--- src/rtl/cpu_pkg.sv ---
// Shared definitions for the CPU pipeline: instruction width, bubble encoding
// and the {pc, instr} record carried through the fetch buffer.
package cpu_pkg;

  localparam int INSTR_W = 32;
  localparam int ADDR_W  = 32;

  localparam logic [INSTR_W-1:0] NOP_INSTR = '0;

  typedef struct packed {
    logic [ADDR_W-1:0]  pc;
    logic [INSTR_W-1:0] instr;
  } fetch_entry_t;

endpackage

--- src/rtl/fetch_fifo.sv ---
// Small synchronous FIFO holding prefetched entries; DEPTH must be a power of
// two so the read/write pointers wrap on their own. Flush beats push and pop.
module fetch_fifo import cpu_pkg::*; #(
  parameter int  DEPTH = 2,
  parameter type EntryT = fetch_entry_t,
  localparam int CNT_W = $clog2(DEPTH) + 1,
  localparam int PTR_W = $clog2(DEPTH)
) (
  input  logic             clk,
  input  logic             rst_n,
  input  logic             push_i,
  input  EntryT            pushData_i,
  input  logic             pop_i,
  input  logic             flush_i,
  output logic [CNT_W-1:0] count_o,
  output EntryT            head_o
);

  localparam logic [CNT_W-1:0] FULL_CNT = CNT_W'(DEPTH);

  EntryT            mem_q [DEPTH];
  logic [PTR_W-1:0] wrPtr_q, wrPtr_d;
  logic [PTR_W-1:0] rdPtr_q, rdPtr_d;
  logic [CNT_W-1:0] count_q, count_d;
  logic             doPush, doPop;

  // A push into a full FIFO is only legal when the head leaves in the same cycle.
  assign doPush = push_i && !flush_i && ((count_q != FULL_CNT) || pop_i);
  assign doPop  = pop_i && !flush_i && (count_q != '0);

  always_comb begin
    wrPtr_d = wrPtr_q;
    rdPtr_d = rdPtr_q;
    count_d = count_q;
    if (flush_i) begin
      wrPtr_d = '0;
      rdPtr_d = '0;
      count_d = '0;
    end else begin
      if (doPush) wrPtr_d = wrPtr_q + 1'b1;
      if (doPop)  rdPtr_d = rdPtr_q + 1'b1;
      count_d = count_q + CNT_W'(doPush) - CNT_W'(doPop);
    end
  end

  always_ff @(posedge clk) begin
    if (!rst_n) begin
      wrPtr_q <= '0;
      rdPtr_q <= '0;
      count_q <= '0;
    end else begin
      wrPtr_q <= wrPtr_d;
      rdPtr_q <= rdPtr_d;
      count_q <= count_d;
    end
  end

  always_ff @(posedge clk) begin
    if (doPush) mem_q[wrPtr_q] <= pushData_i;
  end

  assign count_o = count_q;
  assign head_o  = mem_q[rdPtr_q];

endmodule

--- src/rtl/cpu_fetch.sv ---
// Instruction fetch stage: issues word requests to imem, buffers in-order
// responses in a prefetch FIFO and presents the head to decode.
module cpu_fetch import cpu_pkg::*; #(
  parameter int              PC_W      = 32,
  parameter logic [PC_W-1:0] RESET_PC  = '0,
  parameter int              BUF_DEPTH = 2
) (
  input  logic               clk,
  input  logic               rst_n,
  input  logic               rw_stall,
  input  logic               jb_stall,
  input  logic               br_taken,
  input  logic [PC_W-1:0]    br_target,
  output logic               imem_req_valid,
  output logic [PC_W-1:0]    imem_req_addr,
  input  logic               imem_req_ready,
  input  logic               imem_rsp_valid,
  input  logic [INSTR_W-1:0] imem_rsp_data,
  output logic [INSTR_W-1:0] if_instr,
  output logic [PC_W-1:0]    if_pc,
  output logic               if_valid
);

  localparam int               CNT_W     = $clog2(BUF_DEPTH) + 1;
  localparam logic [CNT_W:0]   DEPTH_CAP = (CNT_W + 1)'(BUF_DEPTH);

  logic [PC_W-1:0]  fetchPc_q, fetchPc_d;
  logic [PC_W-1:0]  ifPc_q, ifPc_d;
  logic [CNT_W-1:0] outstanding_q, outstanding_d;
  logic [CNT_W-1:0] dropCnt_q, dropCnt_d;

  logic [CNT_W-1:0] fifoCount;
  fetch_entry_t     fifoHead, pushEntry;
  logic [CNT_W:0]   inFlight;
  logic [PC_W-1:0]  rspPc;
  logic             reqValid, reqFire, dropRsp, pushRsp, outValid, popHead;

  // Credit check: never have more words requested or buffered than the FIFO holds.
  assign inFlight = {1'b0, fifoCount} + {1'b0, outstanding_q};
  assign reqValid = rst_n && !br_taken && !jb_stall && (inFlight < DEPTH_CAP);
  assign reqFire  = reqValid && imem_req_ready;

  assign dropRsp = imem_rsp_valid && ((dropCnt_q != '0) || br_taken);
  assign pushRsp = imem_rsp_valid && !dropRsp;

  // The oldest live request sits outstanding words behind the next fetch address.
  assign rspPc           = fetchPc_q - (PC_W'(outstanding_q) << 2);
  assign pushEntry.pc    = ADDR_W'(rspPc);
  assign pushEntry.instr = imem_rsp_data;

  assign outValid = rst_n && (fifoCount != '0) && !jb_stall;
  assign popHead  = outValid && !rw_stall && !br_taken;

  fetch_fifo #(
    .DEPTH  (BUF_DEPTH),
    .EntryT (fetch_entry_t)
  ) u_fifo (
    .clk        (clk),
    .rst_n      (rst_n),
    .push_i     (pushRsp),
    .pushData_i (pushEntry),
    .pop_i      (popHead),
    .flush_i    (br_taken),
    .count_o    (fifoCount),
    .head_o     (fifoHead)
  );

  // On a redirect every request still in flight belongs to the old path.
  always_comb begin
    fetchPc_d     = fetchPc_q;
    outstanding_d = outstanding_q + CNT_W'(reqFire) - CNT_W'(imem_rsp_valid);
    dropCnt_d     = dropCnt_q;
    ifPc_d        = outValid ? fifoHead.pc[PC_W-1:0] : ifPc_q;
    if (br_taken) begin
      fetchPc_d = br_target;
      dropCnt_d = outstanding_q - CNT_W'(imem_rsp_valid);
    end else begin
      if (reqFire) fetchPc_d = fetchPc_q + PC_W'(4);
      if (imem_rsp_valid && (dropCnt_q != '0)) dropCnt_d = dropCnt_q - 1'b1;
    end
  end

  always_ff @(posedge clk) begin
    if (!rst_n) begin
      fetchPc_q     <= RESET_PC;
      ifPc_q        <= RESET_PC;
      outstanding_q <= '0;
      dropCnt_q     <= '0;
    end else begin
      fetchPc_q     <= fetchPc_d;
      ifPc_q        <= ifPc_d;
      outstanding_q <= outstanding_d;
      dropCnt_q     <= dropCnt_d;
    end
  end

  assign imem_req_valid = reqValid;
  assign imem_req_addr  = fetchPc_q;
  assign if_valid       = outValid;
  assign if_instr       = outValid ? fifoHead.instr : NOP_INSTR;
  assign if_pc          = outValid ? fifoHead.pc[PC_W-1:0] : ifPc_q;

endmodule

--- config.mk ---
export PLATFORM = sky130hd
export DESIGN_NAME = cpu_fetch
export DESIGN_NICKNAME = d
export VERILOG_FILES = /design/src/rtl/cpu_pkg.sv /design/src/rtl/fetch_fifo.sv /design/src/rtl/cpu_fetch.sv
export SDC_FILE = /design/constraint.sdc
export NUM_CORES = 1
export LEC_CHECK = 0
export ABC_AREA = 0
export BUFFER_PORTS_ARGS = -buffer_cell sky130_fd_sc_hd__buf_2
export CORE_ASPECT_RATIO = 2
export CORE_MARGIN = 10
export CORE_UTILIZATION = 39
export DETAILED_ROUTE_END_ITERATION = 10
export SLEW_MARGIN = 20
export SYNTH_ARGS = -nofsm -noshare
export SYNTH_HDL_FRONTEND = slang
export SYNTH_SLANG_ARGS = --single-unit
--- constraint.sdc ---
create_clock -name clk -period 10.2 [get_ports clk]
set_clock_uncertainty 0.05 [all_clocks]
set_input_delay 0 -clock clk [delete_from_list [all_inputs] [get_ports clk]]
set_output_delay 0 -clock clk [all_outputs]
set_load 0.1 [all_outputs]
==> flow_summary.json, run 1 <==
{
  "status": "finished clean",
  "crit_end": "imem_req_addr[20]",
  "r2r-end": "imem_req_addr[20]",
  "fin_crit_sh": 0.350,
  "async_reset_ff_frac": 0,
  "maxCapViolations": 0,
  "track_usage": 0.145,
  "wirelength_um": 22100,
  "h-tree-depth": 1,
  "syn_inst": 771,
  "final_layout_size_suffix_gt1_frac": 0.228,
  "diodes": 0,
  "first_pass_iters": 5,
  "worstPathRequired_ps": 10610,
  "cts_hold_buf": 67,
  "gp_congestion": 0.837,
  "cts.path.max_buffers": 3,
  "routed_via_density": 5.03,
  "layout_common_cells": "buf_2 (168), edfxtp_1 (128), nand2_1 (77)",
  "power.switching_mw": 0.491,
  "ys_ff_latch": 201,
  "yosys.cell_types.count": 62,
  "dr_wl_met2_um": 11900,
  "cp_common_cell": "inv_1",
  "cts_buffers": 19,
  "ir_drop_mv": 0.114,
  "tns_ps": 0,
  "numPortBuffers": 168,
  "synthFlopType": "edfxtp_1",
  "setup_viol": 0,
  "max_slew.worst_pin.slew_ps": 915,
  "arrival_ps": 3970,
  "dp.cells": 1170,
  "cpPeakStageDelay_ps": 650,
  "final_common_cell": "buf_2",
  "clk_pin_slew_worst_paths_ps": 70,
  "core_sq_um": 22500,
  "path_max_fanout": 21,
  "stdcell_count": 1271,
  "crit_type": "reg2reg",
  "syn_area_per_cell_sq_um": 11.5,
  "antenna_found_initial": 0,
  "yosysWarningCount": 0,
  "power_frac_comb": 0.126,
  "r2r-start": "u_fifo.count_o[0]",
  "grt-ovfl-total": 0,
  "final_core_util": 0.496,
  "syn_nets": 853,
  "intPower_mw": 1.41,
  "synth-edff-count": 128,
  "min_path_type": "in2reg",
  "die_w_um": 127,
  "p_per_area_nw_per_um2": 170,
  "initial_core_util": 0.393,
  "grt_pass1_vias": 6761,
  "drc": 0,
  "rsz0062_at_grt": "no",
  "whs_path_depth": 4,
  "dpl_cell_area_sq_um": 9880,
  "io_pins": 169,
  "met1_length_um": 8480,
  "cts_resized": 0,
  "hold_violations": 0,
  "insertion_delay_ps": 510,
  "ant_nets": 0,
  "top_layer_used": "met4",
  "grt_first_pass_wirelength_um": 35100,
  "clock-sinks": 201,
  "r2r_slack_ps": 6630,
  "wl_per_cell_um": 17.4,
  "holdWs_ps": 21.6,
  "max_clock_freq_mhz": 280,
  "grt_max_degree": 99,
  "p_leak_nw": 4.33,
  "cts_setup_buffers": 0,
  "rows": 78,
  "met3_length_um": 1110,
  "synth.yosys.seq_area_share": 0.599,
  "num_vias": 6388,
  "reg2reg_depth": 9,
  "dieArea_sq_um": 29500,
  "area_growth_pct": 26.3,
  "nets": 1060,
  "p_clk_frac": 0.384,
  "worstPathCellList": "inv_1 -> nor2_1 -> fa_1 -> nor4b_1 -> and2_1 -> inv_1 -> buf_4 -> or4b_2 -> nand3_1",
  "critPathLaunchType": "flop",
  "seqPwrFrac": 0.489,
  "period_needed_ps": 3570,
  "syn-cell-area_sq_um": 8860,
  "crit_slowest_cell": "and2_1",
  "startpoint": "u_fifo.count_o[0]",
  "fin_area_sq_um": 11200,
  "drtIter0Drc": 200,
  "critPathCaptureType": "flop",
  "clock-root-buffer": "clkbuf_16",
  "switching_share": 0.259,
  "timing.slew.headroom": 0.390,
  "hpwlAfterDp_um": 15200,
  "cts_tree": "yes",
  "dieHeight_um": 233,
  "finalMaxSlewViolations": 0
}
[cell usage after synthesis (12+ instances only)]
cell,count,area share
inv_1,17,0.0072
nor2_1,70,0.030
xor2_1,23,0.023
dfxtp_1,73,0.16
nand3_1,17,0.0096
edfxtp_1,128,0.43
clkbuf_1,35,0.015
a21oi_1,14,0.0079
nor3_1,14,0.0079
nand4_1,12,0.0085
and2_1,37,0.026
xnor2_1,19,0.019
o21ai_0,42,0.024
mux2i_1,66,0.075
nand2_1,77,0.033
[worst max-delay path, delay by kind of cell, from the launching register on]
kind	cells	cell delay (ps)
DFF	1	390
and+or+nand+nor	5	2030
adders and majority gates	1	470
buffers and inverters	3	580
[power by group through the flow]
stage	logic, mW	clock network [mW]	registers, mW
floorplan	0.125	0	0.989
global placement	0.219	0	0.946
detailed placement	0.222	0	0.948
CTS	0.243	0.755	0.929
global route	0.261	0.779	0.934
finish	0.240	0.730	0.930
[worst min path at each step]
stage                     endpoint         startpoint  slack, ps
3_5_place_dp    u_fifo.mem_q[1][3]   imem_rsp_data[3]        140
2_1_floorplan   u_fifo.mem_q[0][0]   imem_rsp_data[0]         50
4_1_cts           imem_req_addr[8]           br_taken          3
6_report          imem_req_addr[8]           br_taken         20
3_3_place_gp   u_fifo.mem_q[1][27]  imem_rsp_data[27]        140
5_1_grt           imem_req_addr[8]           br_taken         50
[cells by family after synthesis]
| group | Yosys count | share of synthesized area |
|---|---|---|
| simple gates | 273 | 0.155 |
| flops | 201 | 0.599 |
| compound gates | 98 | 0.0705 |
| buf+inv | 75 | 0.0359 |
| mux | 71 | 0.0809 |
| xor+xnor | 42 | 0.0415 |
| fa+ha+maj | 11 | 0.0172 |
[layout make-up]
| class | instances | area, sq um |
|---|---|---|
| inverters | 18 | 67.6 |
| multi-input cells | 495 | 3250 |
| clock inverters | 11 | 138 |
| well taps | 280 | 350 |
| clock buffers | 23 | 500 |
| repair buffers | 243 | 1570 |
| fillers | 2076 | 11400 |
| flip-flops and latches | 201 | 5310 |
[state kept, by name, summed over array words and instances (netlist names), named ones only]
register and count:
u_fifo.wrPtr_q 1, dropCnt_q 2, u_fifo.rdPtr_q 1, u_fifo.mem_q 128, imem_req_addr 32, u_fifo.count_o 2
outstanding_q 2, ifPc_q 32
[per-stage QoR]
step	power, mW	setup WS, ps
finish	1.90	6630
global route	1.97	6370
CTS	1.93	6650
detailed placement	1.17	6640
global placement	1.17	6710
floorplan	1.11	2900
[metal layers]
metal / vias up / GRT usage
met5: - / 0
met4: 0 / 0.0661
met3: 41 / 0.0279
met2: 164 / 0.274
met1: 3024 / 0.149
li1: 3159 / -
Note: power is estimated with default switching activity, not from simulation.
==> inputs of run 2 (changes only) <==
==> constraint.sdc (replaced) <==
create_clock -name clk -period 2.87 [get_ports clk]
set_clock_uncertainty 0.05 [all_clocks]
set_input_delay 0 -clock clk [delete_from_list [all_inputs] [get_ports clk]]
set_output_delay 0 -clock clk [all_outputs]
set_load 0.1 [all_outputs]
==> run 2 against run 1 <==
Non-clock buffer count increased by 17. Largest cell class unchanged. Combinational power increased to 3.9 times the previous value. Count of clock-buffer cells in the layout decreased by 2. Setup slack got worse by 6500 ps. Core utilization increased by 1.4 points. Sequential cell count unchanged. Highest routed layer unchanged. Critical path depth decreased by 1.
==> flow_summary.json, run 2 (synthesized netlist as in run 1, its figures left out) <==
{
  "status": "finished clean",
  "holdWs_ps": 43.5,
  "period_needed_ps": 2760,
  "ant_nets": 0,
  "finalMaxSlewViolations": 0,
  "io_pins": 169,
  "p_clk_frac": 0.360,
  "cts.path.max_buffers": 3,
  "area_growth_pct": 29.9,
  "num_vias": 6528,
  "setup_viol": 0,
  "fin_crit_sh": 0.963,
  "power.switching_mw": 1.77,
  "core_sq_um": 22500,
  "dieArea_sq_um": 29500,
  "path_max_fanout": 8,
  "initial_core_util": 0.393,
  "worstPathRequired_ps": 3050,
  "dieHeight_um": 233,
  "timing.slew.headroom": 0.495,
  "critPathLaunchType": "flop",
  "intPower_mw": 4.83,
  "antenna_found_initial": 0,
  "hold_violations": 0,
  "p_leak_nw": 4.47,
  "track_usage": 0.156,
  "max_clock_freq_mhz": 362,
  "grt_pass1_vias": 6831,
  "switching_share": 0.268,
  "clock-root-buffer": "clkbuf_16",
  "clock-sinks": 201,
  "cts_setup_buffers": 0,
  "cts_tree": "yes",
  "fill_cells": 2043,
  "grt_first_pass_wirelength_um": 37000,
  "wl_per_cell_um": 18.3,
  "die_w_um": 127,
  "critPathCaptureType": "flop",
  "seqPwrFrac": 0.498,
  "rows": 78,
  "use_met3": 0.0243,
  "arrival_ps": 2940,
  "max_slew.worst_pin.slew_ps": 756,
  "gp_congestion": 0.860,
  "power_frac_comb": 0.142,
  "insertion_delay_ps": 490,
  "use_met1": 0.161,
  "nets": 1077,
  "largest_reg_flops": 128,
  "min_path_type": "in2reg",
  "drc": 0,
  "final_common_cell": "buf_2",
  "rsz0062_at_grt": "no",
  "busiest_layer": "met2",
  "routed_via_density": 5.07,
  "r2r_slack_ps": 110,
  "h-tree-depth": 1,
  "numPortBuffers": 168,
  "crit_type": "reg2reg",
  "maxCapViolations": 0,
  "wirelength_um": 23500,
  "ir_drop_mv": 0.486,
  "drtIter0Drc": 273,
  "diodes": 0,
  "first_pass_iters": 5,
  "hpwlAfterDp_um": 16500,
  "tns_ps": 0,
  "cts_buffers": 19,
  "layout_common_cells": "buf_2 (163), edfxtp_1 (128), nand2_1 (76)",
  "top_register": "u_fifo.mem_q",
  "grt_max_degree": 98,
  "grtUsageMet2": 0.299,
  "grt-ovfl-total": 0,
  "clk_pin_slew_worst_paths_ps": 70,
  "final_layout_size_suffix_gt1_frac": 0.269,
  "p_per_area_nw_per_um2": 573
}
## run 2: path summary, 6_finish.rpt
path,startpoint,end,cells past startpoint
worst max-delay path,imem_req_addr[2],u_fifo.mem_q[1][58],8
worst min-delay path,rst_n,imem_req_addr[3],3
worst max register to register,imem_req_addr[2],u_fifo.mem_q[1][58],8
worst min register to register,u_fifo.rdPtr_q,u_fifo.rdPtr_q,2
## run 2: layout make-up
class | instances | area (sq um) | share of cell area
Multi-Input combinational cell | 495 | 3380 | 0.293
Sequential cell | 201 | 5310 | 0.462
Clock inverter | 12 | 92.6 | 0.00804
Timing Repair Buffer | 260 | 1830 | 0.159
Clock buffer | 21 | 483 | 0.0420
Tap cell | 280 | 350 | 0.0304
Inverter | 18 | 67.6 | 0.00587
## run 2: power by group through the flow
stage | Sequential (mW) | Combinational [mW] | Clock [mW]
2_1_floorplan | 3.51 | 0.465 | 0
3_3_place_gp | 3.35 | 0.849 | 0
3_5_place_dp | 3.35 | 0.862 | 0
4_1_cts | 3.29 | 0.942 | 2.47
5_1_grt | 3.30 | 1.01 | 2.57
6_report | 3.29 | 0.936 | 2.37
## run 2: metrics by stage
stage	setup slack (ps)	std cells	util	power [mW]	area [sq um]
2_1_floorplan	-561	771	-	3.97	8980
3_3_place_gp	167	1185	0.454	4.20	10200
3_5_place_dp	105	1185	0.454	4.22	10200
4_1_cts	86.4	1287	0.510	6.70	11500
5_1_grt	14.3	1287	0.511	6.88	11500
6_report	106	1287	0.511	6.60	11500
## run 2: routing by layer
metal	vias up	wire length, um
met5	-	0
met3	43	1040
met2	172	13100
met1	3111	8690
li1	3202	-
met4	0	693
## run 2: critical path: stages, from the launching register on
cell and delay, ps:
dfxtp_2 360, inv_1 60, ha_1 180, fa_1 240, or4b_2 670, nor2_1 350
and3_1 340, nand2_1 100, xnor2_1 160
## run 2: timing repair
action	4_1_cts	5_1_grt
setup endpoints to repair	0	1
hold buffers	69	0
endpoints found under the hold margin	101	0
resized for setup	0	1
==> inputs of run 3 (changes only) <==
--- a/config.mk
+++ b/config.mk
@@ -11,7 +11,9 @@
 export CORE_MARGIN = 10
 export CORE_UTILIZATION = 39
 export DETAILED_ROUTE_END_ITERATION = 10
+export PLACE_DENSITY = 0.59
 export SLEW_MARGIN = 20
 export SYNTH_ARGS = -nofsm -noshare
 export SYNTH_HDL_FRONTEND = slang
+export SYNTH_HIERARCHICAL = 1
 export SYNTH_SLANG_ARGS = --single-unit
==> run 3 against run 2 <==
Worst hold slack worse by 36 ps. Core utilization is 0.23 points higher. Sequential cell count stayed put. Non-clock buffer count is 16 higher. Fmax is 1.1% lower. Register-to-register slack worse by 30 ps. Critical path depth stayed put.
==> flow_summary.json, run 3 <==
{
  "status": "finished clean",
  "area_growth_pct": 29.7,
  "dr_wl_met2_um": 12900,
  "worstPathRequired_ps": 3200,
  "ant_nets": 0,
  "initial_core_util": 0.395,
  "p_per_area_nw_per_um2": 552,
  "grt_pass1_vias": 6623,
  "setup_viol": 0,
  "rsz0062_at_grt": "no",
  "diodes": 0,
  "path_max_fanout": 7,
  "drc": 0,
  "crit_family": "simple AND/OR/NAND/NOR gates",
  "r2r_slack_ps": 70,
  "grt-ovfl-total": 0,
  "io_pins": 169,
  "max_clock_freq_mhz": 358,
  "tns_ps": 0,
  "reg2reg_depth": 8,
  "synth.yosys.seq_area_share": 0.590,
  "dpl_cell_area_sq_um": 10300,
  "max_slew.worst_pin.slew_ps": 577,
  "synthFlopType": "edfxtp_1",
  "synth.most_common_cell": "edfxtp_1",
  "synthTopCellsByArea": "edfxtp_1 (43%), dfxtp_1 (16%), mux2_2 (12%)",
  "crit_type": "reg2reg",
  "nets": 1046,
  "dieArea_sq_um": 29900,
  "routed_via_density": 5.00,
  "fin_crit_sh": 0.974,
  "gp_congestion": 0.848,
  "dieHeight_um": 235,
  "top_layer_used": "met4",
  "h-tree-depth": 1,
  "cts.path.max_buffers": 3,
  "insertion_delay_ps": 510,
  "die_w_um": 127,
  "period_needed_ps": 2800,
  "layout_common_cells": "buf_2 (168), edfxtp_1 (128), mux2_2 (97)",
  "ys_top_cells_by_count": "edfxtp_1 (128), mux2_2 (97), dfxtp_1 (73)",
  "syn_nets": 794,
  "antenna_found_initial": 0,
  "drtIter0Drc": 278,
  "numPortBuffers": 168,
  "met3_length_um": 1050,
  "fill_cells": 2035,
  "yosys.cell_types.count": 53,
  "synth-edff-count": 128,
  "synth_top_area_share": 0.428,
  "timing.slew.headroom": 0.615,
  "maxCapViolations": 0,
  "grt_max_degree": 66,
  "hpwlAfterDp_um": 16400,
  "async_reset_ff_frac": 0,
  "ys_ff_latch": 201,
  "hold_violations": 0,
  "top_register": "u_fifo/mem_q",
  "critPathCaptureType": "flop",
  "final_common_cell": "buf_2",
  "min_path_type": "in2reg",
  "largest_reg_flops": 128,
  "wl_per_cell_um": 18.4,
  "cpPeakStageDelay_ps": 570,
  "syn-cell-area_sq_um": 8990,
  "cp.depth": 8,
  "clk_pin_slew_worst_paths_ps": 70,
  "num_vias": 6283,
  "cts_buffers": 19,
  "ir_drop_mv": 0.364,
  "arrival_ps": 3130,
  "whs_path_depth": 4,
  "rows": 78,
  "final_layout_size_suffix_gt1_frac": 0.365,
  "track_usage": 0.152,
  "syn_area_per_cell_sq_um": 12.6,
  "yosysWarningCount": 6,
  "p_leak_nw": 4.67,
  "synth_area_leader_cell": "edfxtp_1",
  "cts_tree": "yes",
  "crit_slowest_cell": "or4b_4",
  "clock-root-buffer": "clkbuf_16",
  "ff_latch_area_sq_um": 5330,
  "first_pass_iters": 5,
  "clock-sinks": 201,
  "finalPower_mw": 6.44,
  "fin_area_sq_um": 11700,
  "path_buf_inv": 2,
  "syn_inst": 713,
  "cts_setup_buffers": 0,
  "met1_length_um": 8560,
  "core_sq_um": 22700,
  "critPathLaunchType": "flop",
  "multi_input_area_sq_um": 3480,
  "grt_first_pass_wirelength_um": 36500,
  "wirelength_um": 23100,
  "worstPathCellList": "and2_1 -> fa_1 -> or4b_4 -> buf_6 -> and3_1 -> a21oi_1 -> dlygate4sd3_1 -> o22ai_1",
  "finalMaxSlewViolations": 0
}
run 3: per-stage QoR:
stage | utilization | hold slack (ps) | cells | setup WS (ps)
floorplan | - | 48.9 | 713 | -535
global placement | 0.454 | 139 | 1149 | 134
detailed placement | 0.454 | 143 | 1149 | 68.0
CTS | 0.512 | 25.2 | 1257 | 66.2
global route | 0.513 | 15.7 | 1257 | 3.51
finish | 0.513 | 7.43 | 1257 | 74.5
run 3: where the power goes:
group / switching, mW / internal, mW / total [mW]
combinational: 0.560 / 0.308 / 0.867
clock: 1.05 / 1.29 / 2.34
sequential: 0.0625 / 3.17 / 3.24
total: 1.67 / 4.77 / 6.44
run 3: worst paths after layout:
path,start,to
worst min register to register,imem_req_addr[1],u_fifo/mem_q[0][33]
worst max-delay path,u_fifo/count_o[0],imem_req_addr[27]
worst min-delay path,imem_req_ready,imem_req_addr[31]
worst max register to register,u_fifo/count_o[0],imem_req_addr[27]
run 3: worst reg2reg max path, stage by stage, from the launching register on:
cell	delay (ps)
dfxtp_4	370
and2_1	150
fa_1	490
or4b_4	570
buf_6	150
and3_1	170
a21oi_1	110
dlygate4sd3_1	570
o22ai_1	70
run 3: cell type report:
type | count | area share
inverters | 15 | 0.00515
multi-input cells | 452 | 0.299
well taps | 280 | 0.0300
repair buffers | 276 | 0.162
clock buffers | 27 | 0.0452
clock inverters | 6 | 0.00290
flip-flops and latches | 201 | 0.457
run 3: kinds of logic (layout without fill, tap and decap cells):
group / after synthesis / after routing / synth area share
and+or+nand+nor: 223 / 223 / 0.144
DFF: 201 / 201 / 0.590
muxes: 102 / 102 / 0.127
AOI/OAI and AO/OA: 69 / 69 / 0.0466
buffers and inverters: 60 / 324 / 0.0295
xor gates and xnor gates: 48 / 48 / 0.0468
adders and majority gates: 10 / 10 / 0.0156
run 3: repair_timing:
item / in CTS / in global routing
endpoints found under the hold margin: 114 / 0
gates resized for setup: 0 / 7
endpoints found under the setup margin: 0 / 38
hold buffers: 75 / 0
run 3: layer usage:
metal,global-route usage,vias up
met5,0,-
met4,0.0508,0
met3,0.0275,32
met2,0.288,148
met1,0.159,3023
li1,-,3080
